`src/rtl/ama_riscv_icache_resp_pkg.sv`:
```
// ----------------------------------------------------------------------------
// ama_riscv_icache_resp_pkg
// Shared definitions for the instruction cache responder: the FSM state type,
// the line/word geometry and the helpers that derive index and tag widths
// from the number of sets.
// ----------------------------------------------------------------------------
package ama_riscv_icache_resp_pkg;

    localparam int IC_ADDR_W     = 32;                        // byte address width
    localparam int IC_WORD_W     = 32;                        // instruction width
    localparam int IC_LINE_W     = 128;                       // one cache line
    localparam int IC_OFF_W      = 2;                         // word offset within a line
    localparam int IC_BYTE_W     = 2;                         // byte offset within a word (ignored)
    localparam int IC_LINE_OFF_W = IC_OFF_W + IC_BYTE_W;      // low bits below the index

    typedef enum logic [1:0] {
        IDLE       = 2'd0,
        MISS_REQ   = 2'd1,
        MISS_WAIT  = 2'd2,
        REFILL_RSP = 2'd3
    } icache_state_t;

    // Index width for a power-of-two number of sets.
    function automatic int ic_idx_w(input int sets);
        return $clog2(sets);
    endfunction

    // Tag width: everything above the index.
    function automatic int ic_tag_w(input int sets);
        return IC_ADDR_W - IC_LINE_OFF_W - $clog2(sets);
    endfunction

    // Pick one 32-bit word out of a line; word 0 sits in bits [31:0].
    function automatic logic [IC_WORD_W-1:0] ic_word_sel(
        input logic [IC_LINE_W-1:0] line,
        input logic [IC_OFF_W-1:0]  off
    );
        return line[{off, 5'b0} +: IC_WORD_W];
    endfunction

endpackage

```
`src/rtl/ama_riscv_icache_array.sv`:
```
// ----------------------------------------------------------------------------
// ama_riscv_icache_array
// Direct-mapped storage for the instruction cache: a valid bit, a tag and a
// 128-bit data line per set.
//
// Ports:
//   clk, rst            clock, asynchronous active-low reset
//   rd_en, rd_idx       synchronous read request; result appears next cycle
//   rd_valid/tag/line   registered read result, held while rd_en is low
//   wr_en, wr_idx       line write (tag, data, and valid set)
//   wr_tag, wr_line     write payload
//   clr                 clear every valid bit; wins over a same-cycle write
// ----------------------------------------------------------------------------
module ama_riscv_icache_array
    import ama_riscv_icache_resp_pkg::*;
#(
    parameter int SETS  = 16,
    parameter int IDX_W = ic_idx_w(SETS),
    parameter int TAG_W = ic_tag_w(SETS)
) (
    input  logic                 clk,
    input  logic                 rst,
    input  logic                 rd_en,
    input  logic [IDX_W-1:0]     rd_idx,
    output logic                 rd_valid,
    output logic [TAG_W-1:0]     rd_tag,
    output logic [IC_LINE_W-1:0] rd_line,
    input  logic                 wr_en,
    input  logic [IDX_W-1:0]     wr_idx,
    input  logic [TAG_W-1:0]     wr_tag,
    input  logic [IC_LINE_W-1:0] wr_line,
    input  logic                 clr
);

    logic [SETS-1:0]      valid_q;
    logic [TAG_W-1:0]     tag_mem  [SETS];
    logic [IC_LINE_W-1:0] data_mem [SETS];

    // NOTE: sequential state uses non-blocking assignments so every flop
    // samples the pre-edge value of the others.
    always_ff @(posedge clk or negedge rst) begin
        if (!rst) begin
            valid_q <= '0;
        end else if (clr) begin
            valid_q <= '0;
        end else if (wr_en) begin
            valid_q[wr_idx] <= 1'b1;
        end
    end

    // NOTE: tag and data arrays are plain RAM with no reset; the valid bits
    // alone decide whether their contents mean anything.
    always_ff @(posedge clk) begin
        if (wr_en) begin
            tag_mem[wr_idx]  <= wr_tag;
            data_mem[wr_idx] <= wr_line;
        end
    end

    // The read result is registered at the accept edge, so a clear arriving
    // during the compare cycle does not disturb the lookup in flight.
    always_ff @(posedge clk or negedge rst) begin
        if (!rst) begin
            rd_valid <= 1'b0;
            rd_tag   <= '0;
            rd_line  <= '0;
        end else if (rd_en) begin
            rd_valid <= valid_q[rd_idx];
            rd_tag   <= tag_mem[rd_idx];
            rd_line  <= data_mem[rd_idx];
        end
    end

endmodule

```
`src/rtl/ama_riscv_icache_resp.sv`:
```
// ----------------------------------------------------------------------------
// ama_riscv_icache_resp
// Responder end of the instruction fetch interface. A direct-mapped,
// read-only cache answers one 32-bit instruction per request; misses are
// refilled one line at a time over a ready/valid backing-memory handshake.
//
// Ports:
//   clk, rst                          clock, asynchronous active-low reset
//   imem_req_valid/ready/data         fetch byte address from the front end
//   imem_rsp_valid/ready/data         instruction back to the front end
//   mem_req_valid/ready/data          line-aligned refill address
//   mem_rsp_valid/ready/data          refill line, word 0 in bits [31:0]
//   inv                               invalidate-all pulse (fence.i)
//   hit_cnt, miss_cnt                 free-running lookup counters
// ----------------------------------------------------------------------------
module ama_riscv_icache_resp
    import ama_riscv_icache_resp_pkg::*;
#(
    parameter int SETS       = 16,
    parameter int LINE_WORDS = 4
) (
    input  logic                         clk,
    input  logic                         rst,
    // fetch request from the front end
    input  logic                         imem_req_valid,
    output logic                         imem_req_ready,
    input  logic [IC_ADDR_W-1:0]         imem_req_data,
    // instruction response to the front end
    output logic                         imem_rsp_valid,
    input  logic                         imem_rsp_ready,
    output logic [IC_WORD_W-1:0]         imem_rsp_data,
    // refill request to backing memory
    output logic                         mem_req_valid,
    input  logic                         mem_req_ready,
    output logic [IC_ADDR_W-1:0]         mem_req_data,
    // refill line from backing memory
    input  logic                         mem_rsp_valid,
    output logic                         mem_rsp_ready,
    input  logic [LINE_WORDS*32-1:0]     mem_rsp_data,
    // control and statistics
    input  logic                         inv,
    output logic [31:0]                  hit_cnt,
    output logic [31:0]                  miss_cnt
);

    localparam int IDX_W = ic_idx_w(SETS);
    localparam int TAG_W = ic_tag_w(SETS);

    icache_state_t                      state;
    logic                               lookup_q;  // compare cycle of an accepted request
    logic                               hold_q;    // hit response stalled by the front end
    logic [IC_ADDR_W-1:IC_BYTE_W]       req_addr;  // word address of the request in flight
    logic [IC_LINE_W-1:0]               line_q;    // refill line kept for the REFILL_RSP reply

    logic                               rd_valid;
    logic [TAG_W-1:0]                   rd_tag;
    logic [IC_LINE_W-1:0]               rd_line;

    logic                               req_fire;
    logic                               fill_fire;
    logic                               lookup_hit;
    logic                               lookup_miss;

    logic [IC_OFF_W-1:0]                req_off;
    logic [IDX_W-1:0]                   req_idx;
    logic [TAG_W-1:0]                   req_tag;

    // Byte-within-word bits of the fetch address carry no information here.
    logic unused_byte_off;
    assign unused_byte_off = ^imem_req_data[IC_BYTE_W-1:0];

    assign req_off = req_addr[IC_LINE_OFF_W-1 -: IC_OFF_W];
    assign req_idx = req_addr[IC_LINE_OFF_W +: IDX_W];
    assign req_tag = req_addr[IC_ADDR_W-1 -: TAG_W];

    assign mem_req_data = {req_addr[IC_ADDR_W-1:IC_LINE_OFF_W], {IC_LINE_OFF_W{1'b0}}};

    // ------------------------------------------------------------------
    // Lookup and front-end handshake
    // ------------------------------------------------------------------
    // NOTE: every signal driven here gets a default first so no path through
    // the block can leave it unassigned and infer a latch.
    always_comb begin
        lookup_hit     = 1'b0;
        lookup_miss    = 1'b0;
        imem_rsp_valid = 1'b0;
        imem_rsp_data  = ic_word_sel(rd_line, req_off);
        imem_req_ready = 1'b0;

        lookup_hit  = lookup_q && rd_valid && (rd_tag == req_tag);
        lookup_miss = lookup_q && !lookup_hit;

        if (state == REFILL_RSP) begin
            imem_rsp_valid = 1'b1;
            imem_rsp_data  = ic_word_sel(line_q, req_off);
        end else if (state == IDLE) begin
            imem_rsp_valid = lookup_hit || hold_q;
        end

        // A miss closes the door in its compare cycle; a stalled response
        // keeps it closed until the front end takes the data.
        imem_req_ready = (state == IDLE) && !lookup_miss &&
                         (!imem_rsp_valid || imem_rsp_ready);
    end

    assign req_fire  = imem_req_valid && imem_req_ready;
    assign fill_fire = (state == MISS_WAIT) && mem_rsp_valid && mem_rsp_ready;

    // ------------------------------------------------------------------
    // Storage
    // ------------------------------------------------------------------
    ama_riscv_icache_array #(
        .SETS  (SETS),
        .IDX_W (IDX_W),
        .TAG_W (TAG_W)
    ) u_array (
        .clk      (clk),
        .rst      (rst),
        .rd_en    (req_fire),
        .rd_idx   (imem_req_data[IC_LINE_OFF_W +: IDX_W]),
        .rd_valid (rd_valid),
        .rd_tag   (rd_tag),
        .rd_line  (rd_line),
        .wr_en    (fill_fire),
        .wr_idx   (req_idx),
        .wr_tag   (req_tag),
        .wr_line  (mem_rsp_data),
        .clr      (inv)
    );

    // ------------------------------------------------------------------
    // FSM, request register and counters
    // ------------------------------------------------------------------
    always_ff @(posedge clk or negedge rst) begin
        if (!rst) begin
            state         <= IDLE;
            lookup_q      <= 1'b0;
            hold_q        <= 1'b0;
            req_addr      <= '0;
            line_q        <= '0;
            mem_req_valid <= 1'b0;
            mem_rsp_ready <= 1'b0;
            hit_cnt       <= '0;
            miss_cnt      <= '0;
        end else begin
            lookup_q <= req_fire;
            if (req_fire) begin
                req_addr <= imem_req_data[IC_ADDR_W-1:IC_BYTE_W];
            end

            unique case (state)
                IDLE: begin
                    // Counting happens only in the compare cycle, so a
                    // stalled hit is counted once however long it waits.
                    if (lookup_hit) begin
                        hit_cnt <= hit_cnt + 32'd1;
                        hold_q  <= !imem_rsp_ready;
                    end else if (hold_q && imem_rsp_ready) begin
                        hold_q <= 1'b0;
                    end
                    if (lookup_miss) begin
                        miss_cnt      <= miss_cnt + 32'd1;
                        mem_req_valid <= 1'b1;
                        state         <= MISS_REQ;
                    end
                end
                MISS_REQ: begin
                    if (mem_req_ready) begin
                        mem_req_valid <= 1'b0;
                        mem_rsp_ready <= 1'b1;
                        state         <= MISS_WAIT;
                    end
                end
                MISS_WAIT: begin
                    if (mem_rsp_valid) begin
                        line_q        <= mem_rsp_data;
                        mem_rsp_ready <= 1'b0;
                        state         <= REFILL_RSP;
                    end
                end
                REFILL_RSP: begin
                    if (imem_rsp_ready) begin
                        state <= IDLE;
                    end
                end
                default: state <= IDLE;
            endcase
        end
    end

endmodule

```
`config.mk`:
```
export PLATFORM = sky130hd
export DESIGN_NAME = ama_riscv_icache_resp
export DESIGN_NICKNAME = d
export VERILOG_FILES = /design/src/rtl/ama_riscv_icache_resp_pkg.sv /design/src/rtl/ama_riscv_icache_array.sv /design/src/rtl/ama_riscv_icache_resp.sv
export SDC_FILE = /design/constraint.sdc
export NUM_CORES = 2
export LEC_CHECK = 0
export BUFFER_PORTS_ARGS = -buffer_cell sky130_fd_sc_hd__clkbuf_2
export CAP_MARGIN = 20
export CELL_PAD_IN_SITES_DETAIL_PLACEMENT = 1
export CELL_PAD_IN_SITES_GLOBAL_PLACEMENT = 1
export CORE_AREA = 2 2 444 622
export DETAILED_ROUTE_END_ITERATION = 10
export DIE_AREA = 0 0 446 624
export PLACE_DENSITY = 0.64
export SLEW_MARGIN = 20
export SYNTH_ARGS = -nofsm -noshare
export SYNTH_HDL_FRONTEND = slang
export SYNTH_SLANG_ARGS = --single-unit
export TNS_END_PERCENT = 100
```
`constraint.sdc`:
```
create_clock -name clk -period 22.9 [get_ports clk]
set_input_delay 2.29 -clock clk [delete_from_list [all_inputs] [get_ports clk]]
set_output_delay 2.29 -clock clk [all_outputs]
set_load 0.1 [all_outputs]
```
==> Word level (Yosys, flattened, before mapping) <==
Memories as Yosys holds them, arrays and structs flattened. A register that Yosys moved wholly into a read port is not among the register bits.
Cells that the tools add are included.
{ "totals": {"ff_bits": 245, "mem_bits_rw": 2432, "input_bits": 167, "output_inout_bits": 132, "wordCells": 83, "memories": 2} }
{ "op_classes": {"n_addsub": 2, "n_lt_le_gt_ge": 3, "n_eq_ne": 8, "n_shift": 2, "n_mux": 24, "n_bitwise": 1, "reduce_logical": 30} }
{ "memory_table": {"columns": ["memory", "depth", "width", "read_ports", "rd_clocked_by_memory_dff", "write_ports", "line", "source"], "rows": [
  ["u_array.data_mem", 16, 128, 1, 1, 1, "ama_riscv_icache_array.sv:37", "logic [IC_LINE_W-1:0] data_mem [SETS];"],
  ["u_array.tag_mem", 16, 24, 1, 1, 1, "ama_riscv_icache_array.sv:36", "logic [TAG_W-1:0] tag_mem [SETS];"]
]} }
{ "ops": {"columns": ["op", "n"], "rows": [
  ["variable part select 128 x 8 -> 32 bit", 2],
  ["adder 32 x 1 -> 32 bit, second input constant", 2],
  ["two-way mux 16 bit", 2],
  ["two-way mux 32 bit", 1],
  ["== test 24 bit", 1],
  ["bitwise OR 16 bit", 1],
  ["two-way mux 1 bit", 12],
  ["logical AND 1 bit", 10],
  ["less-than comparator 4 x 5 -> 1 bit, second input constant", 2],
  ["two-way mux 2 bit", 4],
  ["inequality test 2 bit, second input constant", 4],
  ["case mux 2 bit (4 select lines)", 1],
  ["AND reduction 2 bit", 4],
  ["nonzero test 2 bit", 4],
  ["logical NOT 1 bit", 6],
  ["AND reduction 3 bit", 2],
  ["binary-select mux 1 bit (select 4 bit)", 1],
  ["demux 1 bit (select 4 bit)", 1],
  ["== test 2 bit, second input constant", 2],
  ["greater-or-equal comparator 4 x 1 -> 1 bit, second input constant", 1],
  ["case mux 1 bit (2 select lines)", 2],
  ["AND reduction 4 bit", 1],
  ["== test 2 x 1 -> 1 bit, second input constant", 1],
  ["logical NOT 2 bit", 1],
  ["logical OR 1 bit", 2]
]} }

==> Logic depth before layout (Yosys ltp) <==
{ "logic_depth": {"word_depth": 9, "mapped_depth": 9, "ltp_nobuf": 8} }

==> Cells and area by module <==
A second synthesis with hierarchy kept.
{ "hier_totals": {"hier_cells": 5309, "hier_area_um2": 109104.6} }
{ "modules_own_cells": {"columns": ["mod", "instances", "cells_per_inst", "area_each_um2", "seq_area_each_um2"], "rows": [
  ["ama_riscv_icache_array", 1, 4479, 97531.0, 77259.1],
  ["ama_riscv_icache_resp", 1, 830, 11573.6, 5705.5]
]} }

==> Worst setup path before layout <==
No wires, ideal clock.
{ "synth_timing": {"path_type": "input to register", "start": "input port mem_rsp_valid", "end": "memory u_array.data_mem[12][0], enable pin", "setup_time_ns": 0.851, "arrival_ns": 13.336, "required_ns": 22.049, "setup_slack_ns": 8.713, "path_stages": 4, "n_path_buf": 1, "path_cell_list": "and2_1 clkbuf_1 nand4_1 nor3_1"} }
{ "synth_via": {"elab_chain_cells": 4} }
{ "synth_rtl": {"columns": ["element", "line", "source"], "rows": [
  ["start: declaration", "ama_riscv_icache_resp.sv:37", "input logic mem_rsp_valid,"],
  ["logical AND 1 bit (2 in series)", "ama_riscv_icache_resp.sv:107", "assign fill_fire = (state == MISS_WAIT) && mem_rsp_valid && mem_rsp_ready;"],
  ["two-way mux 1 bit", "ama_riscv_icache_array.sv:54", "if (wr_en) begin"],
  ["two-way mux 1 bit (not written as such)", "ama_riscv_icache_array.sv:56", "data_mem[wr_idx] <= wr_line;"],
  ["end: declaration", "ama_riscv_icache_array.sv:37", null]
]} }
No other way between the ends.

==> Final worst setup path <==
{ "layout_timing": {"start": "input port mem_rsp_valid", "end": "memory u_array.data_mem[7][51], enable pin"} }
Same word-level chain as after synthesis.

==> impl_metrics.env <==
export IMPL_via_per_inst=5.727
export IMPL_ant_nets=0
export IMPL_yosysUniqueCellTypes=43
export IMPL_path_class="primary input to flip-flop"
export IMPL_synth_top_area_share=0.6718
export IMPL_synth_seq_area_share=0.7632
export IMPL_cts_setup_buffers=0
export IMPL_slowest_delay_ps=850
export IMPL_dp_slack_ps=15190
export IMPL_cts_buffer_depth=4
export IMPL_async_flop_share=0.1403
export IMPL_place_congestion=0.7537
export IMPL_synth_flop_cell="edfxtp_1"
export IMPL_grt_pass1_wl_mm=413.1
export IMPL_die_w_um=446
export IMPL_avgSynthCellArea_um2=23.73
export IMPL_coreArea_um2=272700
export IMPL_tightest_slew_ps=1067
export IMPL_syn_cell_area_um2=108700
export IMPL_cts_buffers_inserted=274
export IMPL_setup_tns_ps=0
export IMPL_syn_inst=4582
export IMPL_cts_hold_buf=0
export IMPL_outcome="finished, final reports clean"
export IMPL_holdPathEnd="hit_cnt[31]"
export IMPL_grt_use_met2=0.3567
export IMPL_critical_path_top_delay_family="buffers and inverters"
export IMPL_num_vias=50290
export IMPL_fin_crit_ps=6737
export IMPL_grt_antenna_before_repair=80
export IMPL_cts_sinks=2829
export IMPL_pwr_density_cell_nw_per_um2=110.6
export IMPL_port_buffers=292
export IMPL_rsz0062_at_grt="no"
export IMPL_netlist_top_cell_by_area="edfxtp_1"
export IMPL_area_growth_pct=13.64
export IMPL_path_max_fanout=45
export IMPL_finalSetupViolations=0
export IMPL_dr_pass1_iters=7
export IMPL_grt_remaining_overflow=0
export IMPL_slew_headroom=0.2886
export IMPL_reg2reg_to="u_array.data_mem[7][51]"
export IMPL_path_cells="clkbuf_2 -> nand3_1 -> or3b_2 -> nor2_4 -> buf_4 -> buf_4 -> buf_4 -> buf_4"
export IMPL_die_h_um=624
export IMPL_finalMaxSlewViolations=0
export IMPL_hpwl_mm=157.9
export IMPL_synthTopCellsByArea="edfxtp_1 (67%), mux4_2 (17%), dfrtp_1 (9.1%)"
export IMPL_grt_util_all_layers=0.2080
export IMPL_finalCritPeriodShare=0.2942
export IMPL_grt_use_met1=0.2749
export IMPL_grtUsageMet3=0.04048
export IMPL_h_tree_depth=5
export IMPL_grt_busiest_layer="met2"
export IMPL_insertion_delay_ps=850
export IMPL_cp_common_cell="buf_4"
export IMPL_cp_arrival_ps=7180
export IMPL_final_nets=5169
export IMPL_routedWlPerCell_um=32.90
export IMPL_drt_iter0_drc=4677
export IMPL_hp_class="flip-flop to flip-flop"
export IMPL_grt_pass1_vias=54280
export IMPL_required_ps=23340
export IMPL_grt_max_degree=134
export IMPL_timing_fmax_mhz=148.4
export IMPL_drive_above_1_share=0.3538
export IMPL_pin_count=299
export IMPL_dieArea_um2=278300
export IMPL_ys_ff_latch=2829
export IMPL_rows=227
export IMPL_path_buf_inv=5
export IMPL_crit_path_start_kind="primary input"
export IMPL_path_clk_slew_ps=60
export IMPL_maxCapViolations=0
export IMPL_root_buffer="clkbuf_16"
export IMPL_cts_resized=0
export IMPL_p_leak_nw=40.42
export IMPL_final_setup_worst_slack_ps=16160
export IMPL_holdPathStages=1
export IMPL_yosysWarnings=0
export IMPL_initial_core_util=0.3987
export IMPL_reg2reg_from="state[0]"
export IMPL_cts_tree="built"
export IMPL_synth_edf_count=2432
export IMPL_ff2ff_path_depth=9
export IMPL_finalHoldViolCount=0
export IMPL_crit_slowest_cell="buf_4"
export IMPL_drc=0
export IMPL_cp_end_kind="flip-flop"
export IMPL_hp_start="hit_cnt[31]"
export IMPL_clock_skew_ps=58.77
export IMPL_wirelength_mm=288.9
export IMPL_ir_drop_mv=0.2021
export IMPL_reg2reg_slack_ps=16880
[sequential cells by signal (all words and copies together), names as in the netlist]
signal / cells
u_array.data_mem: 2048
u_array.tag_mem: 384
line_q: 128
u_array.rd_line: 128
hit_cnt: 32
miss_cnt: 32
req_addr: 30
u_array.rd_tag: 24
u_array.valid_q: 16
state: 2
hold_q: 1
lookup_q: 1
mem_req_valid: 1
mem_rsp_ready: 1
u_array.rd_valid: 1
[logic make-up after synthesis]
kind of cell,share of synthesized area
buffers and inverters,0.01179
AO/OA/AOI/OAI,0.001162
AND/OR/NAND/NOR,0.008563
multiplexers,0.2077
flip-flops,0.7632
other,0.00003449
adder cells (fa/ha/maj),0.0006905
XOR/XNOR,0.006929
[area by class of cell]
class / instances / area [µm²]
multi-input cells: 1477 / 24630
repair buffers: 400 / 2530
inverters: 14 / 52.55
clock inverters: 112 / 1100
flip-flops and latches: 2829 / 82970
well taps: 3549 / 4441
fillers: 24430 / 149100
clock buffers: 380 / 7767
diodes: 20 / 50.05
[metal layers]
metal  up-vias  part of all wire
li1      20130                 -
met1     28130              0.40
met2      1535              0.51
met3       434             0.065
met4        52             0.021
met5         -            0.0011
[cells in the final DEF (no fill, tap or decap), drive strengths merged, types with 8 or more instances in the layout]
master and instances:
nor2 53, xor2 41, nor3 25, nand4 18, buf 113, nand3 26, bufinv 19, clkinv 80
mux2 346, clkbuf 667, diode 20, edfxtp 2432, inv 25, dfrtp 397, and3 9, mux4 829
nor4 8, xnor2 45, nand2 32
[worst max-delay path by stage]
stage	endpoint	slack, ps	startpoint	cells after the start
after floorplan	u_array.data_mem[12][0]	8710	mem_rsp_valid	4
after global placement	u_array.rd_line[95]	15180	imem_req_data[4]	8
after detailed placement	u_array.rd_line[105]	15190	imem_req_data[4]	8
after CTS	u_array.rd_line[92]	16090	imem_req_data[4]	8
after global routing	u_array.rd_line[92]	15720	imem_req_data[4]	8
final	u_array.data_mem[7][51]	16160	mem_rsp_valid	8
[metrics by stage]
stage	cell area, µm²	util	std cells	power [W]	hold WS (ps)
after floorplan	108700	-	4585	0.008277	452.4
after global placement	114600	0.4202	8268	0.009190	460.9
after detailed placement	114600	0.4204	8269	0.009271	466.5
after CTS	123500	0.4529	8761	0.01382	476.2
after global routing	123500	0.4530	8768	0.01408	497.0
final	123500	0.4531	8781	0.01366	473.1
[cells in the mapped netlist, types with 2 or more instances]
cell type	number
a21oi_1	3
and3_1	9
and4_1	5
buf_1	55
buf_2	4
buf_4	39
buf_6	11
clkbuf_1	156
dfrtp_1	397
edfxtp_1	2432
ha_1	6
inv_1	14
mux2_1	157
mux2_2	189
mux4_2	829
nand2_1	32
nand2b_1	3
nand3_1	26
nand4_1	18
nor2_1	53
nor3_1	25
nor4_1	7
o21ai_0	3
o21ba_2	2
or2_2	2
or3_1	2
or4_1	3
xnor2_1	45
xor2_1	41
[report_power, final]
group	switching, W	internal (W)	leakage [nW]	total (W)
clock	0.00194	0.00260	4.38	0.00454
combinational	0.00185	0.000793	9.29	0.00264
sequential	0.000350	0.00613	26.8	0.00648
Note: power is estimated with default switching activity, not from simulation.
